--- config.mk ---
export PLATFORM = sky130hd
export DESIGN_NAME = surf_calc_sequencer_flat
export DESIGN_NICKNAME = d
export VERILOG_FILES = /design/src/rtl/surf_seq_pkg.sv /design/src/rtl/surf_calc_sequencer_if.sv /design/src/rtl/surf_calc_sequencer_radius_buf.sv /design/src/rtl/surf_calc_sequencer.sv /design/src/flat_wrapper.sv
export SDC_FILE = /design/constraint.sdc
export NUM_CORES = 1
export LEC_CHECK = 0
export CAP_MARGIN = 0
export CELL_PAD_IN_SITES_DETAIL_PLACEMENT = 1
export CELL_PAD_IN_SITES_GLOBAL_PLACEMENT = 2
export CORE_MARGIN = 3
export CORE_UTILIZATION = 40
export DETAILED_ROUTE_END_ITERATION = 10
export PLACE_DENSITY_LB_ADDON = 0.3
export RECOVER_POWER = 50
export SLEW_MARGIN = 5
export SYNTH_ARGS = -nofsm -noshare
export SYNTH_HDL_FRONTEND = slang
export SYNTH_SLANG_ARGS = --single-unit
--- constraint.sdc ---
create_clock -name clk -period 15.8 [get_ports clk]
set_input_delay 3.16 -clock clk [delete_from_list [all_inputs] [get_ports clk]]
set_output_delay 3.16 -clock clk [all_outputs]
set_load 0.01 [all_outputs]
--- src/rtl/surf_seq_pkg.sv ---
// Shared types and widths for the plane surface calculator sequencer.
package surf_seq_pkg;
   localparam int RADIUS_W = 16;
   localparam int SURF_W   = 32;
   localparam int VOL_W    = 48;

   typedef enum logic [2:0] {
      INIT,
      LOAD,
      BURST,
      DRAIN,
      CAPTURE
   } state_t;
endpackage

--- src/rtl/surf_calc_sequencer_if.sv ---
// Upstream radius stream and downstream result handshake bundle.
interface surf_calc_sequencer_if;
   import surf_seq_pkg::*;

   logic                s_valid;
   logic                s_ready;
   logic [RADIUS_W-1:0] s_radius;
   logic                m_valid;
   logic                m_ready;
   logic [SURF_W-1:0]   m_surf;
   logic [VOL_W-1:0]    m_vol;
   logic [15:0]         m_plane;
   logic                m_last;

   modport master (
      output s_valid, s_radius, m_ready,
      input  s_ready, m_valid, m_surf, m_vol, m_plane, m_last
   );

   modport slave (
      input  s_valid, s_radius, m_ready,
      output s_ready, m_valid, m_surf, m_vol, m_plane, m_last
   );
endinterface

--- src/rtl/surf_calc_sequencer_radius_buf.sv ---
// One plane of radius samples: sync write, combinational read, no reset.
module radius_buf #(
   parameter  int DEPTH = 64,
   parameter  int W     = 16,
   localparam int AW    = $clog2(DEPTH)
) (
   input  logic          clk,
   input  logic          we,
   input  logic [AW-1:0] waddr,
   input  logic [W-1:0]  wdata,
   input  logic [AW-1:0] raddr,
   output logic [W-1:0]  rdata
);
   logic [W-1:0] mem [DEPTH];

   always_ff @(posedge clk) begin
      if (we) mem[waddr] <= wdata;
   end

   assign rdata = mem[raddr];
endmodule

--- src/rtl/surf_calc_sequencer.sv ---
// Buffers a plane of radii, replays them as one enable burst to the
// calculator, then captures the surface with running frame volume.
module surf_calc_sequencer
   import surf_seq_pkg::*;
#(
   parameter int N_SAMPLES = 64,
   parameter int N_PLANES  = 16,
   parameter int SETTLE    = 4
) (
   input  logic                clk,
   input  logic                rst,
   input  logic                flush,
   surf_calc_sequencer_if.slave bus,
   output logic                calc_en,
   output logic                calc_rst,
   output logic [RADIUS_W-1:0] calc_radius,
   input  logic [SURF_W-1:0]   calc_surf,
   output logic                busy
);
   localparam int CW = $clog2(N_SAMPLES);
   localparam int SW = $clog2(SETTLE);
   localparam logic [CW-1:0] LAST_S = CW'(N_SAMPLES - 1);
   localparam logic [SW-1:0] LAST_D = SW'(SETTLE - 1);
   localparam logic [15:0]   LAST_P = 16'(N_PLANES - 1);

   state_t              state;
   state_t              state_nx;
   logic [CW-1:0]       ld_cnt;
   logic [CW-1:0]       burst_cnt;
   logic [SW-1:0]       settle_cnt;
   logic [15:0]         plane_cnt;
   logic [VOL_W-1:0]    vol;
   logic [VOL_W-1:0]    vol_sum;
   logic [RADIUS_W-1:0] rd_data;
   logic                s_fire;
   logic                cap;
   logic                last_p;

   assign s_fire  = bus.s_valid && bus.s_ready;
   assign cap     = (state == CAPTURE) && (!bus.m_valid || bus.m_ready);
   assign vol_sum = vol + VOL_W'(calc_surf);
   assign last_p  = (plane_cnt == LAST_P);
   assign busy    = (state != LOAD) || (ld_cnt != '0);

   radius_buf #(
      .DEPTH (N_SAMPLES),
      .W     (RADIUS_W)
   ) u_buf (
      .clk   (clk),
      .we    (s_fire),
      .waddr (ld_cnt),
      .wdata (bus.s_radius),
      .raddr (burst_cnt),
      .rdata (rd_data)
   );

   always_ff @(posedge clk or posedge rst) begin
      if (rst) state <= INIT;
      else     state <= state_nx;
   end

   always_comb begin
      state_nx = state;
      unique case (state)
         INIT:    state_nx = LOAD;
         LOAD:    if (s_fire && ld_cnt == LAST_S) state_nx = BURST;
         BURST:   if (burst_cnt == LAST_S) state_nx = DRAIN;
         DRAIN:   if (settle_cnt == LAST_D) state_nx = CAPTURE;
         CAPTURE: if (cap) state_nx = LOAD;
         default: state_nx = INIT;
      endcase
      if (flush) state_nx = INIT;
   end

   // flush also gates s_ready so an abort never consumes a sample
   always_comb begin
      bus.s_ready = 1'b0;
      calc_en     = 1'b0;
      calc_rst    = 1'b0;
      calc_radius = '0;
      unique case (state)
         INIT:  calc_rst = 1'b1;
         LOAD:  bus.s_ready = !flush;
         BURST: begin
            calc_en     = 1'b1;
            calc_radius = rd_data;
         end
         default: ;
      endcase
   end

   always_ff @(posedge clk or posedge rst) begin
      if (rst) begin
         ld_cnt     <= '0;
         burst_cnt  <= '0;
         settle_cnt <= '0;
      end else if (flush) begin
         ld_cnt     <= '0;
         burst_cnt  <= '0;
         settle_cnt <= '0;
      end else begin
         if (s_fire)
            ld_cnt <= (ld_cnt == LAST_S) ? '0 : ld_cnt + 1'b1;
         if (state == BURST)
            burst_cnt <= (burst_cnt == LAST_S) ? '0 : burst_cnt + 1'b1;
         if (state == DRAIN)
            settle_cnt <= (settle_cnt == LAST_D) ? '0 : settle_cnt + 1'b1;
      end
   end

   always_ff @(posedge clk or posedge rst) begin
      if (rst) begin
         bus.m_valid <= 1'b0;
         bus.m_surf  <= '0;
         bus.m_vol   <= '0;
         bus.m_plane <= '0;
         bus.m_last  <= 1'b0;
         vol         <= '0;
         plane_cnt   <= '0;
      end else if (flush) begin
         bus.m_valid <= 1'b0;
         bus.m_surf  <= '0;
         bus.m_vol   <= '0;
         bus.m_plane <= '0;
         bus.m_last  <= 1'b0;
         vol         <= '0;
         plane_cnt   <= '0;
      end else if (cap) begin
         bus.m_valid <= 1'b1;
         bus.m_surf  <= calc_surf;
         bus.m_vol   <= vol_sum;
         bus.m_plane <= plane_cnt;
         bus.m_last  <= last_p;
         vol         <= last_p ? '0 : vol_sum;
         plane_cnt   <= last_p ? '0 : plane_cnt + 1'b1;
      end else if (bus.m_valid && bus.m_ready) begin
         bus.m_valid <= 1'b0;
      end
   end
endmodule

--- src/flat_wrapper.sv ---
// flat-port wrapper written by rule: the top's interface ports become plain ports
module surf_calc_sequencer_flat import surf_seq_pkg::*;
#(
   parameter int N_SAMPLES = 64,
   parameter int N_PLANES  = 16,
   parameter int SETTLE    = 4
)
  (clk, rst, flush, calc_en, calc_rst, calc_radius, calc_surf, busy, bus_s_valid, bus_s_radius, bus_m_ready, bus_s_ready, bus_m_valid, bus_m_surf, bus_m_vol, bus_m_plane, bus_m_last);
  surf_calc_sequencer_if bus_i ();
  input  logic clk;
  input  logic rst;
  input  logic flush;
  output logic calc_en;
  output logic calc_rst;
  output logic [RADIUS_W-1:0] calc_radius;
  input  logic [SURF_W-1:0] calc_surf;
  output logic busy;
  input wire logic [$bits(bus_i.s_valid)-1:0] bus_s_valid;
  input wire logic [$bits(bus_i.s_radius)-1:0] bus_s_radius;
  input wire logic [$bits(bus_i.m_ready)-1:0] bus_m_ready;
  output wire logic [$bits(bus_i.s_ready)-1:0] bus_s_ready;
  output wire logic [$bits(bus_i.m_valid)-1:0] bus_m_valid;
  output wire logic [$bits(bus_i.m_surf)-1:0] bus_m_surf;
  output wire logic [$bits(bus_i.m_vol)-1:0] bus_m_vol;
  output wire logic [$bits(bus_i.m_plane)-1:0] bus_m_plane;
  output wire logic [$bits(bus_i.m_last)-1:0] bus_m_last;
  assign bus_i.s_valid = bus_s_valid;
  assign bus_i.s_radius = bus_s_radius;
  assign bus_i.m_ready = bus_m_ready;
  assign bus_s_ready = bus_i.s_ready;
  assign bus_m_valid = bus_i.m_valid;
  assign bus_m_surf = bus_i.m_surf;
  assign bus_m_vol = bus_i.m_vol;
  assign bus_m_plane = bus_i.m_plane;
  assign bus_m_last = bus_i.m_last;
  surf_calc_sequencer #(.N_SAMPLES(N_SAMPLES), .N_PLANES(N_PLANES), .SETTLE(SETTLE)) u_core (.clk(clk), .rst(rst), .flush(flush), .bus(bus_i), .calc_en(calc_en), .calc_rst(calc_rst), .calc_radius(calc_radius), .calc_surf(calc_surf), .busy(busy));
endmodule
==> results of run 1 <==
==> stage by stage <==
stage,cells,utilization,cell area [sq um],hold WS [ps]
finish,4600,0.4708,56710,498.1
global route,4595,0.4707,56690,517.9
CTS,4594,0.4711,56740,503.7
detailed placement,4354,0.4359,52500,489.8
global placement,4354,0.4359,52500,474.2
floorplan,2636,-,48760,459.6
==> registers in the layout, indices dropped and copies added (netlist names) <==
register,cells
u_core.settle_cnt,2
u_core.plane_cnt,16
u_core.bus.m_valid,1
u_core.bus.m_vol,48
u_core.burst_cnt,6
u_core.bus.m_last,1
u_core.vol,48
u_core.u_buf.mem,1024
u_core.bus.m_plane,16
u_core.state,3
u_core.ld_cnt,6
u_core.bus.m_surf,32
==> cell type report <==
cell class,count,share of cell area
Antenna cell,5,0.0002206
Clock buffer,162,0.06286
Clock inverter,78,0.01191
Inverter,24,0.001611
Multi-Input combinational cell,1259,0.2269
Sequential cell,1203,0.6215
Tap cell,1612,0.03557
Timing Repair Buffer,257,0.03941
==> per-layer routing <==
metal	up-vias	track usage	share of wire
li1	11100	-	-
met1	14230	0.3069	0.43
met2	940	0.3453	0.48
met3	166	0.04013	0.067
met4	2	0.05316	0.020
met5	-	0	0.000052
==> cell usage in the layout (no fill, tap or decap), types with 11 or more instances in the layout <==
master	netlist	final
a211oi_1	22	22
a21o_1	19	19
a21oi_1	122	122
a22o_1	27	27
a31oi_1	14	14
and2_1	23	22
and3_1	16	15
buf_4	10	78
clkbuf_1	102	45
clkbuf_16	0	139
clkdlybuf4s50_1	0	96
clkinv_1	3	32
clkinv_2	0	21
dfrtp_1	179	175
dlygate4sd3_1	0	57
edfxtp_1	1024	1024
ha_1	37	37
inv_1	18	17
mux4_2	336	336
nand2_1	230	230
nand3_1	43	42
nand4_1	11	11
nor2_1	121	112
nor3_1	20	18
o21ai_0	14	15
o21ai_1	57	56
xnor2_1	35	35
xor2_1	17	17
==> critical path, delay by kind of cell <==
family | cells | cell delay (ps)
buf+inv | 3 | 6400
==> report_power, final <==
part	switching (uW)	leakage (uW)	internal, uW
clock	1250	0.00207	1760
combinational	599	0.00473	574
sequential	68.5	0.0117	3480
==> kinds of logic (layout without fill, tap and decap cells) <==
kind of cell | after synthesis | after routing
other cells | 0 | 5
flops | 1203 | 1203
fa+ha+maj | 38 | 38
buf+inv | 174 | 521
mux | 338 | 338
compound gates | 325 | 325
simple gates | 506 | 506
xor+xnor | 52 | 52
==> how the worst max path moves through the flow <==
stage / startpoint / cells past startpoint / end / slack (ps)
6_report: rst / 3 / u_core.plane_cnt[14] / 5860
3_3_place_gp: u_core.burst_cnt[0] / 7 / calc_radius[11] / 7110
4_1_cts: u_core.burst_cnt[0] / 7 / calc_radius[11] / 6190
3_5_place_dp: u_core.burst_cnt[0] / 7 / calc_radius[11] / 7010
2_1_floorplan: rst / 1 / u_core.burst_cnt[0] / 7780
5_1_grt: rst / 3 / u_core.plane_cnt[5] / 4280
==> results.toml, run 1 <==
[detailed_routing]
vias_per_cell = 5.747
vias = 26440
drtIter0Drc = 2739
drc = 0
drt_wl_total_mm = 135.0
wl_per_cell_um = 29.36
ant_nets = 0
dr.pass1.iters = 5

[setup_path]
critPathMaxStageDelay_ps = 3050
arrival_ps = 9820
crit_type = "in2async"
cp_max_fo = 106
reg2reg_setup_slack_ps = 11680
required_ps = 15680
cp_cell_sequence = "dlygate4sd3_1 > clkinvlp_2 > clkbuf_1"
start_kind = "primary input"
endpoint_kind = "asynchronous set/reset pin"
rr_worst_depth = 7
r2r_end = "u_core.u_buf.mem[23][8]"
reg2reg_from = "u_core.state[2]"
crit_slowest_cell = "clkbuf_1"

[min_path]
worstHoldStart = "u_core.vol[23]"
holdPathStages = 2
min_to = "u_core.vol[23]"
min_path_type = "reg2reg"

[power]
totalPowerFinal_uw = 7738
power.density_nw_per_um2 = 136.5
p_leak_uw = 0.01848
ir_drop_v = 0.0001127

[die]
start_util = 0.4049
die_area_sq_um = 126100
ios = 171
die_y_um = 355.2
fp.coreArea_sq_um = 120400
die_w_um = 355.2
fp-row-count = 127

[clock_tree]
cts_made_buffers = 133
cts_hold_buf = 0
ctsResizeCount = 0
root_buffer = "clkbuf_16"
post-cts-setup-buffers = 0
clock_latency_ps = 740
cts_tree = "built"
cts_sinks = 1203
cts_buffer_depth = 3
cts-htree-levels = 4
clkTransAtPathRegs_ps = 60

[logic_synthesis]
synth.most_common_cell = "edfxtp_1"
synth.net_count = 2727
seq_area_frac_synth = 0.7224
synth_top_cell_area_share = 0.6306
synthSimpleGateAreaFrac = 0.04626
postSynthCellCount = 2636
synth_edf_count = 1024
synth_compound_area_frac = 0.04134
synth.area.top_cells = "edfxtp_1 (63%), mux4_2 (16%), dfrtp_1 (9.2%)"
avgSynthCellArea_sq_um = 18.50
synth.distinct_cells = 64
async_flop_share = 0.1488
ys_ff_latch = 1203
synth_xor_area_frac = 0.009340
synthFlopType = "edfxtp_1"
synthAdderAreaFrac = 0.009904
synth_top_family_by_area = "multiplexers"
synth_top_area_cell = "edfxtp_1"
yosys_warnings = 0
synth_mux_area_frac = 0.1556
synthTopCellsByCount = "edfxtp_1 (1024), mux4_2 (336), nand2_1 (230), dfrtp_1 (179), a21oi_1 (122)"
syn-cell-area_sq_um = 48760

[timing]
slew-limit-headroom = -2.437
rsz0062_at_grt = "false"
setup_tns_ps = 0
timing.fmax_mhz = 100.6
setup_viol = 0
tightest_slew_ps = 5127
fin_crit_sh = 0.6288
post-route-min-period_ps = 9936
setup_ws_ps = 5864
finClkSkew_ps = 24.03
slew_viol_final = 1278
hold_violations = 0

[final_layout]
multi_input_area_sq_um = 12870
fillers = 11370
area_growth_pct = 16.29
seq_area_sq_um = 35240
layout-drive-gt1-share = 0.2119
final_nets = 2969

[run_status]
violations = "capacitance limit, slew limit"
outcome = "finished with violations"

[placement]
place.gp.congestion = 0.8248
place_ws_ps = 7010
dp_hpwl_mm = 79.13
port_buffers = 170

[global_route]
grt_usage = 0.2155
grt_pass1_wl_mm = 197.6
grt_pass1_vias = 27820
overflow = 0
antenna_found_initial = 9
grt_max_degree = 141

[flow_run]
cap_violations = 20
Power figures use the tool's default switching activity.
==> inputs of run 2 (changes only) <==
==> constraint.sdc (replaced) <==
create_clock -name clk -period 8.4 [get_ports clk]
set_input_delay 1.68 -clock clk [delete_from_list [all_inputs] [get_ports clk]]
set_output_delay 1.68 -clock clk [all_outputs]
set_load 0.01 [all_outputs]
==> results.toml, run 2 (synthesized netlist as in run 1, its figures left out) <==
[placement]
dp_hpwl_mm = 81.66
port_buffers = 170
place.gp.congestion = 0.8075
dp.cells = 4351

[run_status]
outcome = "finished with violations"
violations = "capacitance limit, slew limit"

[flow_run]
cap_violations = 21

[final_layout]
final_nets = 2953
final_cells = 4581
utilization = 0.4705
largest_register = "u_core.u_buf.mem"
final_cell_mix = "edfxtp_1 (1024), mux4_2 (336), nand2_1 (230)"
area_growth_pct = 16.21
largest_register_ff_count = 1024
layout_commonest_cell = "edfxtp_1"
layout-drive-gt1-share = 0.2129
largestRegisters = "u_core.u_buf.mem: 1024 flops, u_core.bus.m_vol: 48 flops, u_core.vol: 48 flops"

[global_route]
grt_pass1_vias = 27710
antenna_found_initial = 7
grt_max_degree = 120
grt_usage = 0.2181
overflow = 0
grt_pass1_wl_mm = 198.9

[setup_path]
critPathMaxStageDelay_ps = 1040
required_ps = 6720
endpoint_kind = "primary output"
start_kind = "register"
crit_type = "reg2out"
cp_cell_sequence = "buf_12 > mux4_2 > mux4_2 > mux4_2 > and2_1 > clkdlybuf4s50_1"
crit_top_cell = "mux4_2"
crit_slowest_cell = "dfrtp_4"
arrival_ps = 4890
cp_num_buf_inv = 2
cp_max_fo = 64
critPathTopFamily = "multiplexers"

[timing]
setup_tns_ps = 0
slew-limit-headroom = -2.517
finClkSkew_ps = 19.28
rsz0062_at_grt = "false"
setup_viol = 0
hold_violations = 0
tightest_slew_ps = 5276
timing.fmax_mhz = 152.3
fin_crit_sh = 0.7818
slew_viol_final = 1329
post-route-min-period_ps = 6567

[detailed_routing]
wl_per_cell_um = 30.13
ant_nets = 0
vias = 26360
dr.pass1.iters = 5
vias_per_cell = 5.753
drtIter0Drc = 2821
drt_wl_total_mm = 138.0
drc = 0

[die]
ios = 171
start_util = 0.4049
die_w_um = 355.2
fp-row-count = 127
die_y_um = 355.2
fp.coreArea_sq_um = 120400
die_area_sq_um = 126100

[clock_tree]
clock_latency_ps = 710
post-cts-setup-buffers = 0
cts_sinks = 1203
cts_buffer_depth = 3
cts_made_buffers = 121
clkTransAtPathRegs_ps = 60
cts_tree = "built"
cts_hold_buf = 0
root_buffer = "clkbuf_16"
ctsResizeCount = 0
cts-htree-levels = 3

[power]
totalPowerFinal_uw = 14530
p_leak_uw = 0.01835
power.density_nw_per_um2 = 256.4
ir_drop_v = 0.0001873

[min_path]
min_path_type = "reg2reg"
[run 2: changes by cell type in the layout (fill, tap and decap cells not counted), sizes merged, moves of 3 or more]
| cell | delta |
|---|---|
| diode | -4 |
| dlygate4sd3 | -31 |
| clkinv | -3 |
| inv | -5 |
| clkdlybuf4s50 | +31 |
| clkbuf | -18 |
| bufinv | +11 |
[run 2: per-stage QoR]
| step | setup WS [ps] | hold WS, ps | instance area, sq um |
|---|---|---|---|
| 2_1_floorplan | 1861 | 459.6 | 48760 |
| 4_1_cts | 1783 | 502.2 | 56720 |
| 6_report | 1833 | 499.3 | 56670 |
| 3_5_place_dp | 2576 | 488.8 | 52530 |
| 3_3_place_gp | 2595 | 472.2 | 52530 |
| 5_1_grt | 1308 | 514.4 | 56670 |
[run 2: path summary, 6_finish.rpt]
check	startpoint	to	slack, ps	cells past startpoint
setup / recovery	u_core.burst_cnt[0]	calc_radius[9]	1830	6
hold / removal	u_core.vol[23]	u_core.vol[23]	500	2
setup reg to reg	u_core.state[2]	u_core.u_buf.mem[34][14]	4200	7
hold reg to reg	u_core.vol[23]	u_core.vol[23]	500	2
max in group asynchronous	rst	u_core.burst_cnt[2]	2690	3
min in group asynchronous	rst	u_core.bus.m_surf[11]	3010	2
[run 2: worst reg2reg max path, delay by kind of cell, from the launching register on]
family	cells	cell delay, ps
flip-flops	1	520
AND/OR/NAND/NOR	6	2860
buffers and inverters	1	440
[run 2: per-layer routing]
layer  vias up  part of all wire  global-route usage
met5         -           0.00028                   0
li1      11060                 -                   -
met4         4             0.026             0.05790
met3       178             0.072             0.04510
met1     14220              0.41              0.2984
met2       904              0.49              0.3576
[run 2: final cells by class]
type	count	area [sq um]
clock inverters	83	1013
flip-flops and latches	1203	35250
multi-input cells	1259	12870
inverters	24	91.34
clock buffers	146	3173
diodes	1	2.502
well taps	1612	2017
repair buffers	253	2257
fillers	11320	63780
[run 2: where the power goes]
part           leakage, uW  total [uW]  switching [uW]  internal [uW]
Clock              0.00204        5650            2330           3320
Combinational      0.00462        2210            1110           1100
Sequential          0.0117        6670             118           6550
==> inputs of run 3 (changes only) <==
==> constraint.sdc (replaced) <==
create_clock -name clk -period 5.89 [get_ports clk]
set_input_delay 1.178 -clock clk [delete_from_list [all_inputs] [get_ports clk]]
set_output_delay 1.178 -clock clk [all_outputs]
set_load 0.01 [all_outputs]
==> results.toml, run 3 (synthesized netlist as in run 1, its figures left out) <==
[placement]
dp_hpwl_mm = 81.64
port_buffers = 170
place.gp.congestion = 0.7937
place_area_sq_um = 52790

[global_route]
use_met1 = 0.2994
grt_use_met3 = 0.04700
antenna_found_initial = 17
gr-usage-met2 = 0.3404
grt_max_degree = 98
busiest_layer = "met2"
overflow = 0
grt_pass1_wl_mm = 197.6
grt_pass1_vias = 27830
grt_usage = 0.2163

[detailed_routing]
vias_per_cell = 5.770
drt_wl_total_mm = 136.2
dr.pass1.iters = 5
drtIter0Drc = 2748
wl_per_cell_um = 29.54
drc = 0
ant_nets = 0
vias = 26600

[power]
p_leak_uw = 0.01838
p_switching_uw = 5170
seq_power_share = 0.462
switching_share = 0.2523
p_int_uw = 15320
p_comb_frac = 0.162
pwr-share-clk = 0.376
power.density_nw_per_um2 = 361.0
ir_drop_v = 0.0002966

[clock_tree]
clock_latency_ps = 740
cts_buffer_depth = 3
clkTransAtPathRegs_ps = 60
cts_made_buffers = 130
cts-htree-levels = 4
root_buffer = "clkbuf_16"
cts_tree = "built"
cts_sinks = 1203
ctsResizeCount = 0
cts_hold_buf = 0

[setup_path]
start_kind = "register"
arrival_ps = 4370
endpoint_kind = "primary output"
crit_type = "reg2out"
required_ps = 4710
cp_max_fo = 30

[final_layout]
layout_commonest_cell = "edfxtp_1"
layout-drive-gt1-share = 0.2123
multi_input_area_sq_um = 12860
fillers = 11320
largest_register = "u_core.u_buf.mem"
final_nets = 2985
final_cell_mix = "edfxtp_1 (1024), mux4_2 (336), nand2_1 (230)"
utilization = 0.4712
largestRegisters = "u_core.u_buf.mem: 1024 flops, u_core.bus.m_vol: 48 flops, u_core.vol: 48 flops"
largest_register_ff_count = 1024
area_growth_pct = 16.39
seq_area_sq_um = 35250
final_cell_area_sq_um = 56760

[timing]
finClkSkew_ps = 28.18
post-route-min-period_ps = 5549
tightest_slew_ps = 3249
hold_violations = 0
rsz0062_at_grt = "false"
setup_viol = 0
fin_crit_sh = 0.9421
setup_tns_ps = 0
slew_viol_final = 1264
timing.fmax_mhz = 180.2
slew-limit-headroom = -1.166

[die]
ios = 171
die_w_um = 355.2
die_y_um = 355.2
fp-row-count = 127
start_util = 0.4049
fp.coreArea_sq_um = 120400
die_area_sq_um = 126100

[run_status]
outcome = "finished with violations"
violations = "capacitance limit, slew limit"

[flow_run]
cap_violations = 20

[min_path]
min_path_type = "reg2reg"
-- run 3: cell count changes in the layout (fill, tap and decap cells not counted), moves of 6 or more --
cell	change
clkinv_2	-18
nor2_1	-6
bufinv_16	-17
clkbuf_1	+13
buf_12	+8
clkinv_1	+15
buf_2	+6
clkbuf_16	+8
buf_4	+7
nor2_2	+9
-- run 3: path summary, 6_finish.rpt --
check,cells past startpoint,to,slack (ps),from
worst max-delay path,6,calc_radius[0],340,u_core.burst_cnt[0]
worst min-delay path,2,u_core.vol[30],500,u_core.vol[30]
worst max register to register,7,u_core.vol[41],1570,u_core.state[0]
worst min register to register,2,u_core.vol[30],500,u_core.vol[30]
max in group asynchronous,3,u_core.bus.m_last,1070,rst
min in group asynchronous,2,u_core.bus.m_surf[23],1190,rst
-- run 3: final cells by class --
class                   count  area share
flip-flops and latches   1203      0.6210
repair buffers            276     0.04462
inverters                  24    0.001609
clock buffers             170     0.06102
multi-input cells        1259      0.2267
well taps                1612     0.03554
clock inverters            64    0.009457
diodes                      3   0.0001323
-- run 3: metrics by stage --
stage                     hold slack (ps)  worst slack [ps]  cells  total power (uW)
final                               498.5             340.8   4611             20490
after global routing                520.1             198.5   4608             21300
after CTS                           500.7             17.48   4606             20710
after detailed placement            486.1             807.6   4372             12980
after global placement              472.3             816.6   4372             12910
after floorplan                     459.6              2041   2636             11820
-- run 3: repair_timing --
action	in CTS	in global routing
endpoints found under the hold margin	0	0
setup endpoints to repair	0	9
setup buffers	0	1
-- run 3: power by group through the flow --
stage,sequential [uW],clock [uW],combinational [uW]
2_1_floorplan,9560,0,2260
3_3_place_gp,9660,0,3260
4_1_cts,9490,7900,3330
3_5_place_dp,9660,0,3320
6_report,9470,7700,3310
5_1_grt,9480,8260,3570
-- run 3: metal layers --
| layer | routed length [um] | part of all wire |
|---|---|---|
| met5 | 43 | 0.00032 |
| met4 | 4487 | 0.033 |
| met3 | 10300 | 0.076 |
| met2 | 64890 | 0.48 |
| met1 | 56500 | 0.41 |
-- run 3: worst max-delay path, stage by stage (launching register included) --
cell and delay (ps):
dfrtp_4 870, buf_12 340, mux4_2 540, mux4_2 570
mux4_2 580, and2_1 200, clkdlybuf4s50_1 470
